### src/rtl/shared_reg_arbiter.sv
// Round-robin arbiter/sequencer for one shared W-bit register.
// N requesters compete; the winner's data word is loaded into q and the
// winner receives a one-cycle ack. A grant is held off until the winning
// requester drops its request, so there is no preemption.
//
// state | meaning
// IDLE  | no owner; arbitrate among active requests
// GRANT | gnt asserted to sel for one cycle; write on next edge if still requested
// WAIT  | write done (ack on first cycle); hold until req[sel] falls
module shared_reg_arbiter #(
    parameter int N = 4,
    parameter int W = 4
) (
    input  logic           c,
    input  logic           reset,
    input  logic [N-1:0]   req,
    input  logic [N*W-1:0] wdata,
    output logic [N-1:0]   gnt,
    output logic [N-1:0]   ack,
    output logic [W-1:0]   q,
    output logic           busy
);

    localparam int SW = (N > 1) ? $clog2(N) : 1;

    typedef enum logic [1:0] {
        IDLE  = 2'd0,
        GRANT = 2'd1,
        WAIT  = 2'd2
    } state_t;

    state_t        state, state_nxt;
    logic [SW-1:0] sel, sel_nxt;
    logic [SW-1:0] last, last_nxt;
    logic [N-1:0]  gnt_nxt, ack_nxt;
    logic [W-1:0]  q_nxt;
    logic          found;
    logic [SW-1:0] pick;

    // Round-robin search starting just after the last requester that completed a write
    always_comb begin
        found = 1'b0;
        pick  = last;
        for (int k = 1; k <= N; k++) begin
            if (!found && req[(int'(last) + k) % N]) begin
                found = 1'b1;
                pick  = SW'((int'(last) + k) % N);
            end
        end
    end

    // Next-state and next-output logic; gnt and ack default low so each is a single-cycle pulse
    always_comb begin
        state_nxt = state;
        sel_nxt   = sel;
        last_nxt  = last;
        gnt_nxt   = '0;
        ack_nxt   = '0;
        q_nxt     = q;
        case (state)
            IDLE: begin
                if (found) begin
                    state_nxt     = GRANT;
                    sel_nxt       = pick;
                    gnt_nxt[pick] = 1'b1;
                end
            end
            GRANT: begin
                if (req[sel]) begin
                    q_nxt        = wdata[sel*W +: W];
                    ack_nxt[sel] = 1'b1;
                    last_nxt     = sel;
                    state_nxt    = WAIT;
                end else begin
                    // Requester withdrew: abort without touching q or the pointer
                    state_nxt = IDLE;
                end
            end
            WAIT: begin
                if (!req[sel]) begin
                    state_nxt = IDLE;
                end
            end
            default: begin
                state_nxt = IDLE;
            end
        endcase
    end

    // State and output registers with synchronous active-high reset
    always_ff @(posedge c) begin
        if (reset) begin
            state <= IDLE;
            sel   <= '0;
            last  <= SW'(N - 1);
            gnt   <= '0;
            ack   <= '0;
            q     <= '0;
        end else begin
            state <= state_nxt;
            sel   <= sel_nxt;
            last  <= last_nxt;
            gnt   <= gnt_nxt;
            ack   <= ack_nxt;
            q     <= q_nxt;
        end
    end

    assign busy = (state != IDLE);

endmodule

### config.mk
export PLATFORM = sky130hd
export DESIGN_NAME = shared_reg_arbiter
export DESIGN_NICKNAME = d
export VERILOG_FILES = /design/src/rtl/shared_reg_arbiter.sv
export SDC_FILE = /design/constraint.sdc
export NUM_CORES = 1
export LEC_CHECK = 0
export BUFFER_PORTS_ARGS = -buffer_cell sky130_fd_sc_hd__buf_2
export CAP_MARGIN = 20
export CORE_UTILIZATION = 40
export CTS_BUF_LIST = sky130_fd_sc_hd__clkbuf_8
export DETAILED_ROUTE_END_ITERATION = 12
export GPL_ROUTABILITY_DRIVEN = 0
export PLACE_DENSITY = 0.75
export SLEW_MARGIN = 20
export SYNTH_ARGS = -nofsm -noshare
export SYNTH_HDL_FRONTEND = slang
export SYNTH_SLANG_ARGS = --single-unit
### constraint.sdc
create_clock -name c -period 1.8 [get_ports c]
set_input_delay 0.27 -clock c [delete_from_list [all_inputs] [get_ports c]]
set_output_delay 0.27 -clock c [all_outputs]
set_load 0.05 [all_outputs]
==> results.py, run 1 <==
metrics = {
    "clocking": {
        "cts_tree": "built",
        "clk_pin_slew_ns": 0.07,
        "clkSinkCount": 18,
        "insertion_delay_ns": 0.25,
        "hold_buffers": 0,
        "cts_max_level": 1,
        "root_buffer": "clkbuf_8",
        "cts_buffers": 3,
        "cts_buffer_depth": 2,
    },
    "synthesis": {
        "avgSynthCellArea_um2": 10.4,
        "synthesis.nets": 108,
        "synthFlopType": "dfxtp_1",
        "ys_ff_latch": 18,
        "syn_area_um2": 897,
        "ys_seq_area_share_pct": 40.2,
        "netlist_instances": 86,
        "synthArstFlopShare_pct": 0,
        "yosys_warnings": 0,
        "synth_cell_types": 29,
        "synth-edff-count": 0,
    },
    "placed_design": {
        "io_buffer_count": 34,
        "hpwl_mm": 1.48,
        "placed_area_um2": 1060,
    },
    "critical_path": {
        "end_kind": "flip-flop",
        "timing.rr.end": "last[1]",
        "reg2reg_slack_ns": 0.24,
        "cp_max_fo": 8,
        "worstSetupPathType": "reg2reg",
        "r2r_start": "state[0]",
        "crit_start": "state[0]",
        "startpoint_type": "flip-flop",
        "rr_worst_depth": 4,
        "cp.required_ns": 1.94,
        "crit_arrival_ns": 1.71,
    },
    "floorplan": {
        "die_area_um2": 2440,
        "core_area_um2": 2040,
        "fp.dieW_um": 49.4,
        "rows": 16,
        "die_height_um": 49.4,
        "start_util_pct": 43.9,
        "io_pins": 35,
    },
    "layout": {
        "diodes": 0,
        "final_nets": 144,
        "drive_gt1_share_pct": 38.0,
        "final_cell_area_um2": 1110,
        "fill_cells": 204,
        "area_growth_pct": 24.0,
    },
    "timing": {
        "rsz0062_at_grt": "false",
        "setup_viol": 0,
        "tns_ns": 0,
        "finClkSkew_ns": 0.00401,
        "hold_violations": 0,
        "min_period_over_period_pct": 86.8,
        "tightest_slew_ns": 0.518,
        "max_freq_mhz": 640,
        "finalMaxSlewViolations": 0,
        "fin_crit_ns": 1.56,
        "slew_headroom_pct": 65.2,
    },
    "worst_hold_path": {
        "hold_end": "ack[2]",
        "holdCritPathClass": "in2reg",
        "worst_hold_path.num_cells": 2,
        "worstHoldStart": "req[2]",
    },
    "drt": {
        "drt_iter0_drc": 19,
        "num_vias": 790,
        "route.detailed.drc": 0,
        "antenna_left": 0,
        "viasPerCell": 5.34,
        "drt_wl_total_mm": 2.01,
        "dr.pass1.iters": 4,
        "wl_per_cell_um": 13.6,
    },
    "global_routing": {
        "grt_use_total_pct": 17.9,
        "grt_max_degree": 13,
        "antenna_found_initial": 0,
        "grt_overflow": 0,
        "grt_first_pass_wirelength_mm": 3.33,
        "grt_pass1_vias": 781,
    },
    "pwr": {
        "total_power_mw": 1.17,
        "p_leak_nw": 0.504,
        "p_per_area_nw_per_um2": 1060,
        "ir_worst_vdd_mv": 0.559,
    },
    "run": {
        "maxCapViolCount": 0,
    },
    "status": {
        "status": "finished, final reports clean",
    },
}
## per-layer routing
metal,vias up,part of all wire (%),global-route usage (%)
li1,387,-,-
met4,0,0.70,10.3
met1,371,47,23.0
met3,2,5.8,3.12
met5,-,0,0
met2,30,46,28.1
## Yosys cell counts (3+ instances only)
| cell | count | area share (%) |
|---|---|---|
| a21oi_1 | 4 | 2.2 |
| clkbuf_8 | 3 | 4.6 |
| mux4_2 | 3 | 7.5 |
| nor3_1 | 4 | 2.2 |
| nand2b_1 | 3 | 2.1 |
| nor4_1 | 4 | 2.8 |
| inv_1 | 3 | 1.3 |
| dfxtp_1 | 18 | 40 |
| nand2_1 | 6 | 2.5 |
| nor2_1 | 6 | 2.5 |
| and3_1 | 3 | 2.1 |
| o21ai_0 | 3 | 1.7 |
| mux2i_1 | 7 | 7.8 |
## area by class of cell
type	instances	area, um2	area share [%]
Multi-Input combinational cell	60	465	41.8
Sequential cell	18	362	32.5
Timing Repair Buffer	36	185	16.6
Clock buffer	4	55.1	4.95
Tap cell	27	33.8	3.04
Inverter	3	11.3	1.01
## cells in the final DEF, fill, tap and decap left out, drive strengths merged
cell type | Yosys | final
inv | 3 | 3
o32ai | 1 | 1
o22ai | 1 | 1
dfxtp | 18 | 18
a21oi | 4 | 4
or3b | 1 | 1
nor3b | 1 | 1
nand2b | 3 | 3
nand2 | 6 | 6
a31oi | 1 | 1
mux4 | 4 | 4
nor4b | 2 | 2
o21a | 1 | 1
nor2 | 6 | 6
clkbuf | 3 | 4
buf | 2 | 36
o21ai | 3 | 3
and2 | 1 | 1
nand3 | 2 | 2
xnor2 | 1 | 1
and3 | 3 | 3
nor4 | 4 | 4
nor3 | 4 | 4
a2111oi | 1 | 1
and3b | 1 | 1
nor2b | 2 | 2
mux2i | 7 | 7
## per-stage QoR
step / hold WS [ns] / setup WS, ns / instances / utilization, %
floorplan: 0.358 / 0.419 / 86 / -
global placement: 0.471 / 0.222 / 144 / 51.7
detailed placement: 0.477 / 0.159 / 144 / 51.7
CTS: 0.327 / 0.0960 / 148 / 54.4
global route: 0.345 / 0.119 / 148 / 54.5
finish: 0.331 / 0.238 / 148 / 54.5
## sequential cells by signal, indices dropped and copies added (netlist names)
signal  flops
gnt         4
ack         4
state       2
q           4
last        2
sel         2
## report_power, final
part | switching (mW) | internal (mW) | total, mW
clock network | 0.131 | 0.194 | 0.325
logic | 0.217 | 0.146 | 0.363
registers | 0.0468 | 0.439 | 0.486
## cell families (layout without fill, tap and decap cells)
kind of cell	Yosys count	count (layout)	synth area share (%)
AND/OR/NAND/NOR	36	36	22.5
flip-flops	18	18	40.2
AO/OA/AOI/OAI	12	12	10.2
multiplexers	11	11	18.3
buffers and inverters	8	43	7.95
XOR/XNOR	1	1	0.976
## worst max path at each step
stage | endpoint | slack (ns) | depth (start not counted)
2_1_floorplan | last[1] | 0.42 | 5
3_3_place_gp | last[1] | 0.22 | 4
3_5_place_dp | q[1] | 0.16 | 4
4_1_cts | last[1] | 0.1 | 4
5_1_grt | q[1] | 0.12 | 4
6_report | last[1] | 0.24 | 4
## critical path, stage by stage, from the launching register on
cell,delay [ns]
dfxtp_1,0.47
or3b_4,0.44
o32ai_4,0.23
mux2i_1,0.25
nand2_1,0.07
## timing repair
item                       4_1_cts  5_1_grt
resized for setup                0        1
setup endpoints to repair        0        5
setup buffers                    0        0
Power figures use the tool's default switching activity.
==> run 2, diff against run 1 <==
- clock period: 1.8 -> 1.6 ns (I/O delays scaled with it)
==> run 2 against run 1 <==
First-iteration DRC count down 63%. Cell count rose by 1.4%. Fmax rose by 3.7%. Cell area increased by 1.3%. Clock power is 11% higher. Total power is 12% higher. Critical path type unchanged. Highest routed layer unchanged.
==> results.py, run 2 (synthesized netlist as in run 1, its figures left out) <==
metrics = {
    "status": {
        "status": "finished, final reports clean",
    },
    "critical_path": {
        "worstSetupPathType": "reg2reg",
        "cp_max_fo": 6,
        "end_kind": "flip-flop",
        "startpoint_type": "flip-flop",
        "cp.required_ns": 1.74,
        "crit_arrival_ns": 1.65,
        "reg2reg_slack_ns": 0.09,
    },
    "clocking": {
        "clk_pin_slew_ns": 0.06,
        "root_buffer": "clkbuf_8",
        "insertion_delay_ns": 0.25,
        "cts_buffers": 3,
        "cts_max_level": 1,
        "cts_tree": "built",
        "cts_buffer_depth": 2,
        "hold_buffers": 0,
        "clkSinkCount": 18,
        "postCtsSetupBuffers": 0,
    },
    "timing": {
        "finClkSkew_ns": 0.00183,
        "finalMaxSlewViolations": 0,
        "max_freq_mhz": 664,
        "worst_slack_ns": 0.0935,
        "fin_crit_ns": 1.51,
        "setup_viol": 0,
        "tns_ns": 0,
        "rsz0062_at_grt": "false",
        "min_period_over_period_pct": 94.2,
        "tightest_slew_ns": 0.541,
        "slew_headroom_pct": 63.6,
        "hold_violations": 0,
    },
    "pwr": {
        "seqPwrFrac_pct": 41.1,
        "ir_worst_vdd_mv": 0.536,
        "swShare_pct": 32.7,
        "p_comb_share_pct": 31.6,
        "p_int_mw": 0.886,
        "clockPowerShare_pct": 27.3,
        "p_leak_nw": 0.515,
        "p_sw_mw": 0.430,
        "p_per_area_nw_per_um2": 1170,
    },
    "global_routing": {
        "grt_first_pass_wirelength_mm": 3.19,
        "antenna_found_initial": 0,
        "grt_max_degree": 13,
        "grt_pass1_vias": 729,
        "grt_overflow": 0,
        "grt_use_total_pct": 17.2,
    },
    "placed_design": {
        "io_buffer_count": 34,
        "place_ws_ns": 0.0951,
        "hpwl_mm": 1.43,
        "placed_cells": 146,
    },
    "drt": {
        "num_vias": 792,
        "dr.pass1.iters": 4,
        "drt_iter0_drc": 7,
        "route.detailed.drc": 0,
        "drt_wl_total_mm": 1.90,
        "wl_per_cell_um": 12.7,
        "viasPerCell": 5.28,
        "antenna_left": 0,
    },
    "floorplan": {
        "io_pins": 35,
        "die_area_um2": 2440,
        "core_area_um2": 2040,
        "die_height_um": 49.4,
        "fp.dieW_um": 49.4,
        "rows": 16,
        "start_util_pct": 43.9,
    },
    "layout": {
        "drive_gt1_share_pct": 39.0,
        "reg_top3": "ack: 4 flops, gnt: 4 flops, q: 4 flops",
        "postLayoutCoreUtil_pct": 55.2,
        "area_growth_pct": 25.7,
        "final_nets": 146,
        "diodes": 0,
        "layout_commonest_cell": "buf_2",
        "fill_cells": 193,
        "layout_common_cells": "buf_2, dfxtp_1, mux2i_1",
        "fin_cells": 150,
    },
    "worst_hold_path": {
        "holdCritPathClass": "in2reg",
    },
    "run": {
        "maxCapViolCount": 0,
    },
}
run 2: changes by cell type in the layout (fill, tap and decap cells not counted), sizes merged:
cell and delta:
buf +2
run 2: power by group through the flow:
stage	registers (mW)	logic [mW]	clock network (mW)
after global placement	0.545	0.409	0
after detailed placement	0.548	0.417	0
after CTS	0.539	0.417	0.368
final	0.541	0.415	0.360
after floorplan	0.608	0.270	0
after global routing	0.547	0.450	0.400
run 2: worst max-delay path: stages (launching register included):
cell and delay (ns):
dfxtp_1 0.45, mux2i_1 0.20, o32ai_4 0.45, mux2i_1 0.24
nor2_1 0.05
run 2: final cells by class:
cell class / instances / area (um2) / share of cell area, %
multi-input combinational: 60 / 465 / 41.3
sequential: 18 / 362 / 32.1
timing repair buffer: 38 / 200 / 17.8
clock buffer: 4 / 55.1 / 4.88
tap: 27 / 33.8 / 3.00
inverter: 3 / 11.3 / 0.999
run 2: final timing paths:
kind           from  endpoint  cells past startpoint
min reg2reg    q[0]      q[0]                      2
max          sel[1]      q[2]                      4
min          req[2]    ack[2]                      2
max reg2reg  sel[1]      q[2]                      4
run 2: through the flow:
stage,cell area (um2),total power [mW],hold WS [ns]
2_1_floorplan,897,0.878,0.328
3_3_place_gp,1070,0.954,0.467
3_5_place_dp,1070,0.964,0.484
4_1_cts,1130,1.32,0.299
5_1_grt,1130,1.40,0.311
6_report,1130,1.32,0.299
run 2: layer usage:
layer	vias up	GRT usage, %	share of wire, %
met4	0	8.82	1.5
met5	-	0	0
met3	4	2.49	6.5
met1	367	22.5	45
met2	32	27.2	47
li1	389	-	-
run 2: repair_timing:
action                                  in CTS  in global routing
endpoints found under the setup margin       0                  1
gates resized for setup                      0                  1
hold endpoints to repair                     0                  0
